[config.mk]
export PLATFORM = sky130hd
export DESIGN_NAME = pe_d_cell
export DESIGN_NICKNAME = d
export VERILOG_FILES = /design/src/rtl/pe_d_pkg.sv /design/src/rtl/pe_d_alu.sv /design/src/rtl/pe_d_cell.sv
export SDC_FILE = /design/constraint.sdc
export NUM_CORES = 2
export LEC_CHECK = 0
export CORE_ASPECT_RATIO = 1.75
export CORE_MARGIN = 3
export CORE_UTILIZATION = 50
export CTS_CLUSTER_DIAMETER = 100
export DETAILED_ROUTE_END_ITERATION = 7
export PLACE_DENSITY = 0.7
export SYNTH_ARGS = -nofsm -noshare
export SYNTH_HDL_FRONTEND = slang
export SYNTH_SLANG_ARGS = --single-unit
[constraint.sdc]
create_clock -name clk -period 20.9 [get_ports clk]
set_input_delay 4.18 -clock clk [delete_from_list [all_inputs] [get_ports clk]]
set_output_delay 4.18 -clock clk [all_outputs]
set_load 0.02 [all_outputs]
[src/rtl/pe_d_pkg.sv]
// ============================================================================
//  Module      : pe_d_pkg
//  Description : Shared constants and types for the pe_d_cell processing
//                element. Contains the configuration word field positions,
//                the ALU opcodes, the operand/crossbar source codes and the
//                register-file modes.
//  Revision    : 1.0 - initial release
// ============================================================================
`default_nettype none

package pe_d_pkg;

    // Datapath and configuration word widths
    localparam int PE_DW = 32;
    localparam int PE_IW = 28;

    // Configuration word field positions (MSB first)
    localparam int ALU_OP_MSB  = 27;
    localparam int ALU_OP_LSB  = 24;
    localparam int OPA_MSB     = 23;
    localparam int OPA_LSB     = 21;
    localparam int OPB_MSB     = 20;
    localparam int OPB_LSB     = 18;
    localparam int NSEL_MSB    = 17;
    localparam int NSEL_LSB    = 15;
    localparam int WSEL_MSB    = 14;
    localparam int WSEL_LSB    = 12;
    localparam int SSEL_MSB    = 11;
    localparam int SSEL_LSB    = 9;
    localparam int ESEL_MSB    = 8;
    localparam int ESEL_LSB    = 6;
    localparam int RFMODE_MSB  = 5;
    localparam int RFMODE_LSB  = 4;
    localparam int RFIDX_MSB   = 3;
    localparam int RFIDX_LSB   = 2;
    localparam int RSVD_MSB    = 1;
    localparam int RSVD_LSB    = 0;

    // ALU opcodes; codes 9..15 produce zero
    localparam logic [3:0] ALU_ADD  = 4'd0;
    localparam logic [3:0] ALU_SUB  = 4'd1;
    localparam logic [3:0] ALU_MUL  = 4'd2;
    localparam logic [3:0] ALU_AND  = 4'd3;
    localparam logic [3:0] ALU_OR   = 4'd4;
    localparam logic [3:0] ALU_XOR  = 4'd5;
    localparam logic [3:0] ALU_SHL  = 4'd6;
    localparam logic [3:0] ALU_SHR  = 4'd7;
    localparam logic [3:0] ALU_PASS = 4'd8;

    // Operand / crossbar source codes: input latches then register file
    typedef enum logic [2:0] {
        SRC_D0 = 3'd0,
        SRC_D1 = 3'd1,
        SRC_D2 = 3'd2,
        SRC_D3 = 3'd3,
        SRC_R0 = 3'd4,
        SRC_R1 = 3'd5,
        SRC_R2 = 3'd6,
        SRC_R3 = 3'd7
    } src_sel_e;

    // Register file update modes
    typedef enum logic [1:0] {
        RF_HOLD  = 2'd0,
        RF_SHIFT = 2'd1,
        RF_WRITE = 2'd2,
        RF_CLEAR = 2'd3
    } rf_mode_e;

    // Execution state of the PE
    typedef enum logic [0:0] {
        ST_IDLE = 1'b0,
        ST_RUN  = 1'b1
    } pe_state_e;

    // Decoded configuration (reserved bits are not stored)
    typedef struct packed {
        logic [3:0] alu_op;
        src_sel_e   opa_sel;
        src_sel_e   opb_sel;
        src_sel_e   n_sel;
        src_sel_e   w_sel;
        src_sel_e   s_sel;
        src_sel_e   e_sel;
        rf_mode_e   rf_mode;
        logic [1:0] rf_idx;
    } pe_cfg_t;

endpackage

`default_nettype wire

[src/rtl/pe_d_alu.sv]
// ============================================================================
//  Module      : pe_d_alu
//  Description : Purely combinational ALU of the processing element.
//                All arithmetic wraps modulo 2^DW; shifts use the low
//                log2(DW) bits of B; undefined opcodes yield zero.
//  Revision    : 1.0 - initial release
// ============================================================================
`default_nettype none

module pe_d_alu
    import pe_d_pkg::*;
#(
    parameter int DW = PE_DW
) (
    input  logic [3:0]    alu_op,
    input  logic [DW-1:0] a,
    input  logic [DW-1:0] b,
    output logic [DW-1:0] res
);

    localparam int SHW = $clog2(DW);

    // Opcode decode into a single result
    always_comb begin
        res = '0;
        case (alu_op)
            ALU_ADD:  res = a + b;
            ALU_SUB:  res = a - b;
            ALU_MUL:  res = a * b;
            ALU_AND:  res = a & b;
            ALU_OR:   res = a | b;
            ALU_XOR:  res = a ^ b;
            ALU_SHL:  res = a << b[SHW-1:0];
            ALU_SHR:  res = a >> b[SHW-1:0];
            ALU_PASS: res = a;
            default:  res = '0;
        endcase
    end

endmodule

`default_nettype wire

[src/rtl/pe_d_cell.sv]
// ============================================================================
//  Module      : pe_d_cell
//  Description : Single processing element of the reconfigurable array.
//                Latches a configuration word on init, runs after a run
//                pulse: each running cycle it latches the four neighbour
//                inputs, computes one ALU result, updates a 4-entry register
//                file and drives four neighbour outputs via a crossbar.
//                Optional macro PE_D_OUT_REG_EN registers the four outputs
//                (one extra cycle of latency).
//  Revision    : 1.0 - initial release
// ============================================================================
`default_nettype none

module pe_d_cell
    import pe_d_pkg::*;
#(
    parameter int DW = PE_DW,
    parameter int IW = PE_IW
) (
    input  logic          clk,
    input  logic          rst,
    input  logic [IW-1:0] PE_inst,
    input  logic          init,
    input  logic          run,
    input  logic [DW-1:0] din_N,
    input  logic [DW-1:0] din_W,
    input  logic [DW-1:0] din_S,
    input  logic [DW-1:0] din_E,
    output logic [DW-1:0] dout_N,
    output logic [DW-1:0] dout_S,
    output logic [DW-1:0] dout_W,
    output logic [DW-1:0] dout_E
);

    pe_state_e     state;
    pe_cfg_t       cfg;
    pe_cfg_t       cfg_next;
    logic [DW-1:0] d_reg   [4];
    logic [DW-1:0] rf      [4];
    logic [DW-1:0] din_v   [4];
    logic [DW-1:0] srcs    [8];
    src_sel_e      out_sel [4];
    logic [DW-1:0] out_mux [4];
    logic [DW-1:0] dout_v  [4];
    logic [DW-1:0] op_a;
    logic [DW-1:0] op_b;
    logic [DW-1:0] res;
    logic          running;
    logic          unused_rsvd;

    // The two low configuration bits carry no function
    assign unused_rsvd = ^PE_inst[RSVD_MSB:RSVD_LSB];

    assign running = (state == ST_RUN);

    // Neighbour inputs in d0..d3 order: N, W, S, E
    assign din_v[0] = din_N;
    assign din_v[1] = din_W;
    assign din_v[2] = din_S;
    assign din_v[3] = din_E;

    // Split the incoming configuration word into its fields
    always_comb begin
        cfg_next         = '0;
        cfg_next.alu_op  = PE_inst[ALU_OP_MSB:ALU_OP_LSB];
        cfg_next.opa_sel = src_sel_e'(PE_inst[OPA_MSB:OPA_LSB]);
        cfg_next.opb_sel = src_sel_e'(PE_inst[OPB_MSB:OPB_LSB]);
        cfg_next.n_sel   = src_sel_e'(PE_inst[NSEL_MSB:NSEL_LSB]);
        cfg_next.w_sel   = src_sel_e'(PE_inst[WSEL_MSB:WSEL_LSB]);
        cfg_next.s_sel   = src_sel_e'(PE_inst[SSEL_MSB:SSEL_LSB]);
        cfg_next.e_sel   = src_sel_e'(PE_inst[ESEL_MSB:ESEL_LSB]);
        cfg_next.rf_mode = rf_mode_e'(PE_inst[RFMODE_MSB:RFMODE_LSB]);
        cfg_next.rf_idx  = PE_inst[RFIDX_MSB:RFIDX_LSB];
    end

    // Control: config load and run state; init always wins over run
    always_ff @(posedge clk) begin
        if (!rst) begin
            state <= ST_IDLE;
            cfg   <= '0;
        end else if (init) begin
            state <= ST_IDLE;
            cfg   <= cfg_next;
        end else begin
            case (state)
                ST_IDLE: if (run) state <= ST_RUN;
                ST_RUN:  state <= ST_RUN;
                default: state <= ST_IDLE;
            endcase
        end
    end

    // Source table shared by the ALU operand muxes and the output crossbar
    generate
        for (genvar gi = 0; gi < 4; gi++) begin : g_src
            assign srcs[gi]     = d_reg[gi];
            assign srcs[gi + 4] = rf[gi];
        end
    endgenerate

    assign op_a = srcs[cfg.opa_sel];
    assign op_b = srcs[cfg.opb_sel];

    pe_d_alu #(
        .DW (DW)
    ) u_alu (
        .alu_op (cfg.alu_op),
        .a      (op_a),
        .b      (op_b),
        .res    (res)
    );

    // Datapath: input latches and register file advance only while running
    always_ff @(posedge clk) begin
        if (!rst) begin
            for (int i = 0; i < 4; i++) begin
                d_reg[i] <= '0;
                rf[i]    <= '0;
            end
        end else if (!init && running) begin
            for (int i = 0; i < 4; i++) begin
                d_reg[i] <= din_v[i];
            end
            case (cfg.rf_mode)
                RF_SHIFT: begin
                    rf[0] <= res;
                    rf[1] <= rf[0];
                    rf[2] <= rf[1];
                    rf[3] <= rf[2];
                end
                RF_WRITE: rf[cfg.rf_idx] <= res;
                RF_CLEAR: begin
                    for (int i = 0; i < 4; i++) begin
                        rf[i] <= '0;
                    end
                end
                default: ;
            endcase
        end
    end

    // Crossbar selects in N, W, S, E order
    assign out_sel[0] = cfg.n_sel;
    assign out_sel[1] = cfg.w_sel;
    assign out_sel[2] = cfg.s_sel;
    assign out_sel[3] = cfg.e_sel;

    generate
        for (genvar gi = 0; gi < 4; gi++) begin : g_xbar
            assign out_mux[gi] = running ? srcs[out_sel[gi]] : '0;
        end
    endgenerate

`ifdef PE_D_OUT_REG_EN
    logic [DW-1:0] out_reg [4];

    // Output stage: one register per neighbour output
    always_ff @(posedge clk) begin
        if (!rst) begin
            for (int i = 0; i < 4; i++) begin
                out_reg[i] <= '0;
            end
        end else begin
            for (int i = 0; i < 4; i++) begin
                out_reg[i] <= out_mux[i];
            end
        end
    end

    generate
        for (genvar gi = 0; gi < 4; gi++) begin : g_out_reg
            assign dout_v[gi] = running ? out_reg[gi] : '0;
        end
    endgenerate
`else
    generate
        for (genvar gi = 0; gi < 4; gi++) begin : g_out_comb
            assign dout_v[gi] = out_mux[gi];
        end
    endgenerate
`endif

    assign dout_N = dout_v[0];
    assign dout_W = dout_v[1];
    assign dout_S = dout_v[2];
    assign dout_E = dout_v[3];

endmodule

`default_nettype wire

==> flow_summary.toml <==
[worst_setup_path]
start_kind = "flop"
arrival_ns = 12.03
r2r_slack_ns = 9.20
max_stage_delay_ns = 0.79
worst-setup-path-type = "reg2reg"
cp.required_ns = 21.23
critPathSlowestCell = "nor2b_1"
crit_family = "adder cells"
end_kind = "flop"
worstReg2RegStart = "cfg[16]"
reg2regPathDepth = 27
crit_buf_inv = 6
cp_common_cell = "fa_1"
path_max_fanout = 35
r2r-end = "rf[2][28]"

[placement]
port_buffers = 285
post-place-cells = 5653
dpl.hpwl_um = 138000
pre_cts_ws_ns = 9.31
gp_congestion = 1.13

[outcome]
outcome = "complete, no violations"

[global_routing]
antenna_found_initial = 6
grt_pass1_vias = 40500
grt_usage = 0.410
grt-ovfl-total = 0
grt_max_degree = 86
grt_pass1_wl_um = 278000

[clock_tree]
cts_tree = "done"
ctsHoldBuffers = 0
cts_resized = 0
clk_latency_ns = 0.58
root_buffer = "clkbuf_16"
cts_inserted_buffers = 24
htree_levels = 1
cts.sinks = 283
path_clk_slew_ns = 0.07
clock_path_buffers = 3
postCtsSetupRepairBufs = 0

[detailed_routing]
routed_wl_um = 193000
detail-route-antenna-nets = 0
drc_errors = 0
dr.pass1.iters = 8
num_vias = 39600
drt_iter0_drc = 5521
viasPerCell = 6.95
wl_per_cell_um = 33.8

[min_path]
min-delay-start = "cfg[9]"
hold_depth = 2
hp-class = "reg2reg"
min_to = "cfg[9]"

[power_and_ir_drop]
p_switching_mw = 4.24
intPower_mw = 3.37
p_leak_nw = 20.4
pwr-share-comb = 0.839
powerDensity_nw_per_um2 = 151
seq_power_share = 0.093
swShare = 0.557
vdd_drop_max_uv = 325
clkPwrFrac = 0.068

[cells_and_area]
area_growth_pct = 10.6
layout_commonest_cell = "nor2_1"
utilization = 0.560
most-common-layout-cells = "504 x nor2_1, 425 x inv_1, 409 x fa_1"
final_cell_count_no_fill = 5701
multiInputGateArea_um2 = 34300
fillers = 7894
nets = 5293
drive_above_1_share = 0.150
regArea_um2 = 8280

[logic_synthesis]
syn_inst = 4414
synth_fa_ha_area_frac = 0.240
synth.mux.area_fraction = 0.269
synth.distinct_cells = 91
synth_simple_gate_area_share = 0.130
synth_flop_cell = "edfxtp_1"
synth_top_family_by_area = "multiplexers"
seq_area_frac_synth = 0.181
synth-edff-count = 256
ys_seq_elements = 283
yosys_warnings = 0
synth_area_per_cell_um2 = 10.3
synth_compound_area_frac = 0.0817
syn_nets = 5203
synth_xor_area_frac = 0.0273
async_reset_ff_frac = 0
syn_area_um2 = 45500

[sta]
setup_viol_count_final = 0
tns_ns = 0
period_share = 0.560
maxSlewViolCount = 0
relSlewSlack = 0.0549
tightest_slew_ns = 1.41
fin_crit_ns = 11.70
rsz0062_at_grt = "no"
holdWs_ns = 0.531
fmax_mhz = 85.5
setup_slack_ns = 9.20
hold_viol = 0
fin_skew_ns = 0.0188

[die]
die_area_um2 = 94800
start_util = 0.507
io_pins = 288
fp-row-count = 145
die_x_um = 234
die_h_um = 405
core_area_um2 = 89800

[run]
maxCapViolCount = 0
-- Yosys cell counts, drive strengths merged, types with 12 or more instances --
library cell / n / area (µm²)
nand3: 25 / 130
o22ai: 15 / 93.8
mux2: 28 / 315
xor2: 22 / 193
nand2: 358 / 1350
and3: 136 / 856
mux4: 377 / 8500
a221oi: 37 / 342
o21ai: 159 / 807
inv: 447 / 1680
clkbuf: 210 / 788
o221ai: 22 / 199
fa: 409 / 8190
xnor2: 111 / 980
a22o: 39 / 342
a22oi: 14 / 105
mux2i: 326 / 3440
edfxtp: 256 / 7690
nand2b: 17 / 106
o211ai: 20 / 150
nor2b: 177 / 1110
a21oi: 115 / 576
ha: 220 / 2750
buf: 124 / 696
a21o: 31 / 233
a211oi: 23 / 173
a31oi: 18 / 119
and2: 12 / 75.1
nor3: 20 / 105
nor2: 507 / 1910
dfxtp: 27 / 541
-- worst max-delay path by stage --
stage	startpoint	end	slack [ns]	depth (start not counted)
3_5_place_dp	cfg[16]	rf[2][27]	9.31	31
5_1_grt	cfg[16]	rf[2][28]	8.77	28
2_1_floorplan	cfg[16]	rf[2][31]	12.12	33
4_1_cts	cfg[16]	rf[2][27]	9.30	31
3_3_place_gp	cfg[16]	rf[3][27]	9.43	31
6_report	cfg[16]	rf[2][28]	9.20	27
-- cell families (layout without fill, tap and decap cells) --
| group | Yosys count | after routing |
|---|---|---|
| simple gates | 1289 | 1289 |
| buf+inv | 788 | 895 |
| mux | 731 | 731 |
| fa+ha+maj | 629 | 629 |
| compound gates | 558 | 558 |
| flops | 283 | 283 |
| xor+xnor | 136 | 136 |
| other cells | 0 | 4 |
-- routing by layer --
metal	track usage	part of all wire	up-vias
li1	-	-	15800
met1	0.450	0.31	19400
met2	0.636	0.45	3296
met3	0.124	0.12	1075
met4	0.366	0.12	2
met5	0.00477	0.00035	-
-- worst min-delay path: cells and delay by family (launching register included) --
kind | cells | cell delay, ns
flops | 1 | 0.33
simple gates | 1 | 0.10
mux | 1 | 0.06
-- power groups by stage --
stage                     clock, mW  sequential [mW]  combinational, mW
after floorplan                   0            0.679               4.00
after global placement            0            0.713               5.97
after detailed placement          0            0.717               6.01
after CTS                     0.520            0.704               6.08
after global routing          0.533            0.712               6.77
final                         0.521            0.706               6.38
-- through the flow --
stage / area [µm²] / power [mW]
detailed placement: 49400 / 6.73
floorplan: 45500 / 4.68
global placement: 49400 / 6.68
global route: 50300 / 8.01
CTS: 50300 / 7.31
finish: 50300 / 7.61
-- cell type report --
cell class | count | share of cell area
Antenna cell | 4 | 0.000199
Clock buffer | 29 | 0.0129
Clock inverter | 14 | 0.00433
Inverter | 454 | 0.0339
Multi-Input combinational cell | 3343 | 0.681
Sequential cell | 283 | 0.165
Tap cell | 1176 | 0.0292
Timing Repair Buffer | 398 | 0.0734
Note: power is estimated with default switching activity, not from simulation.
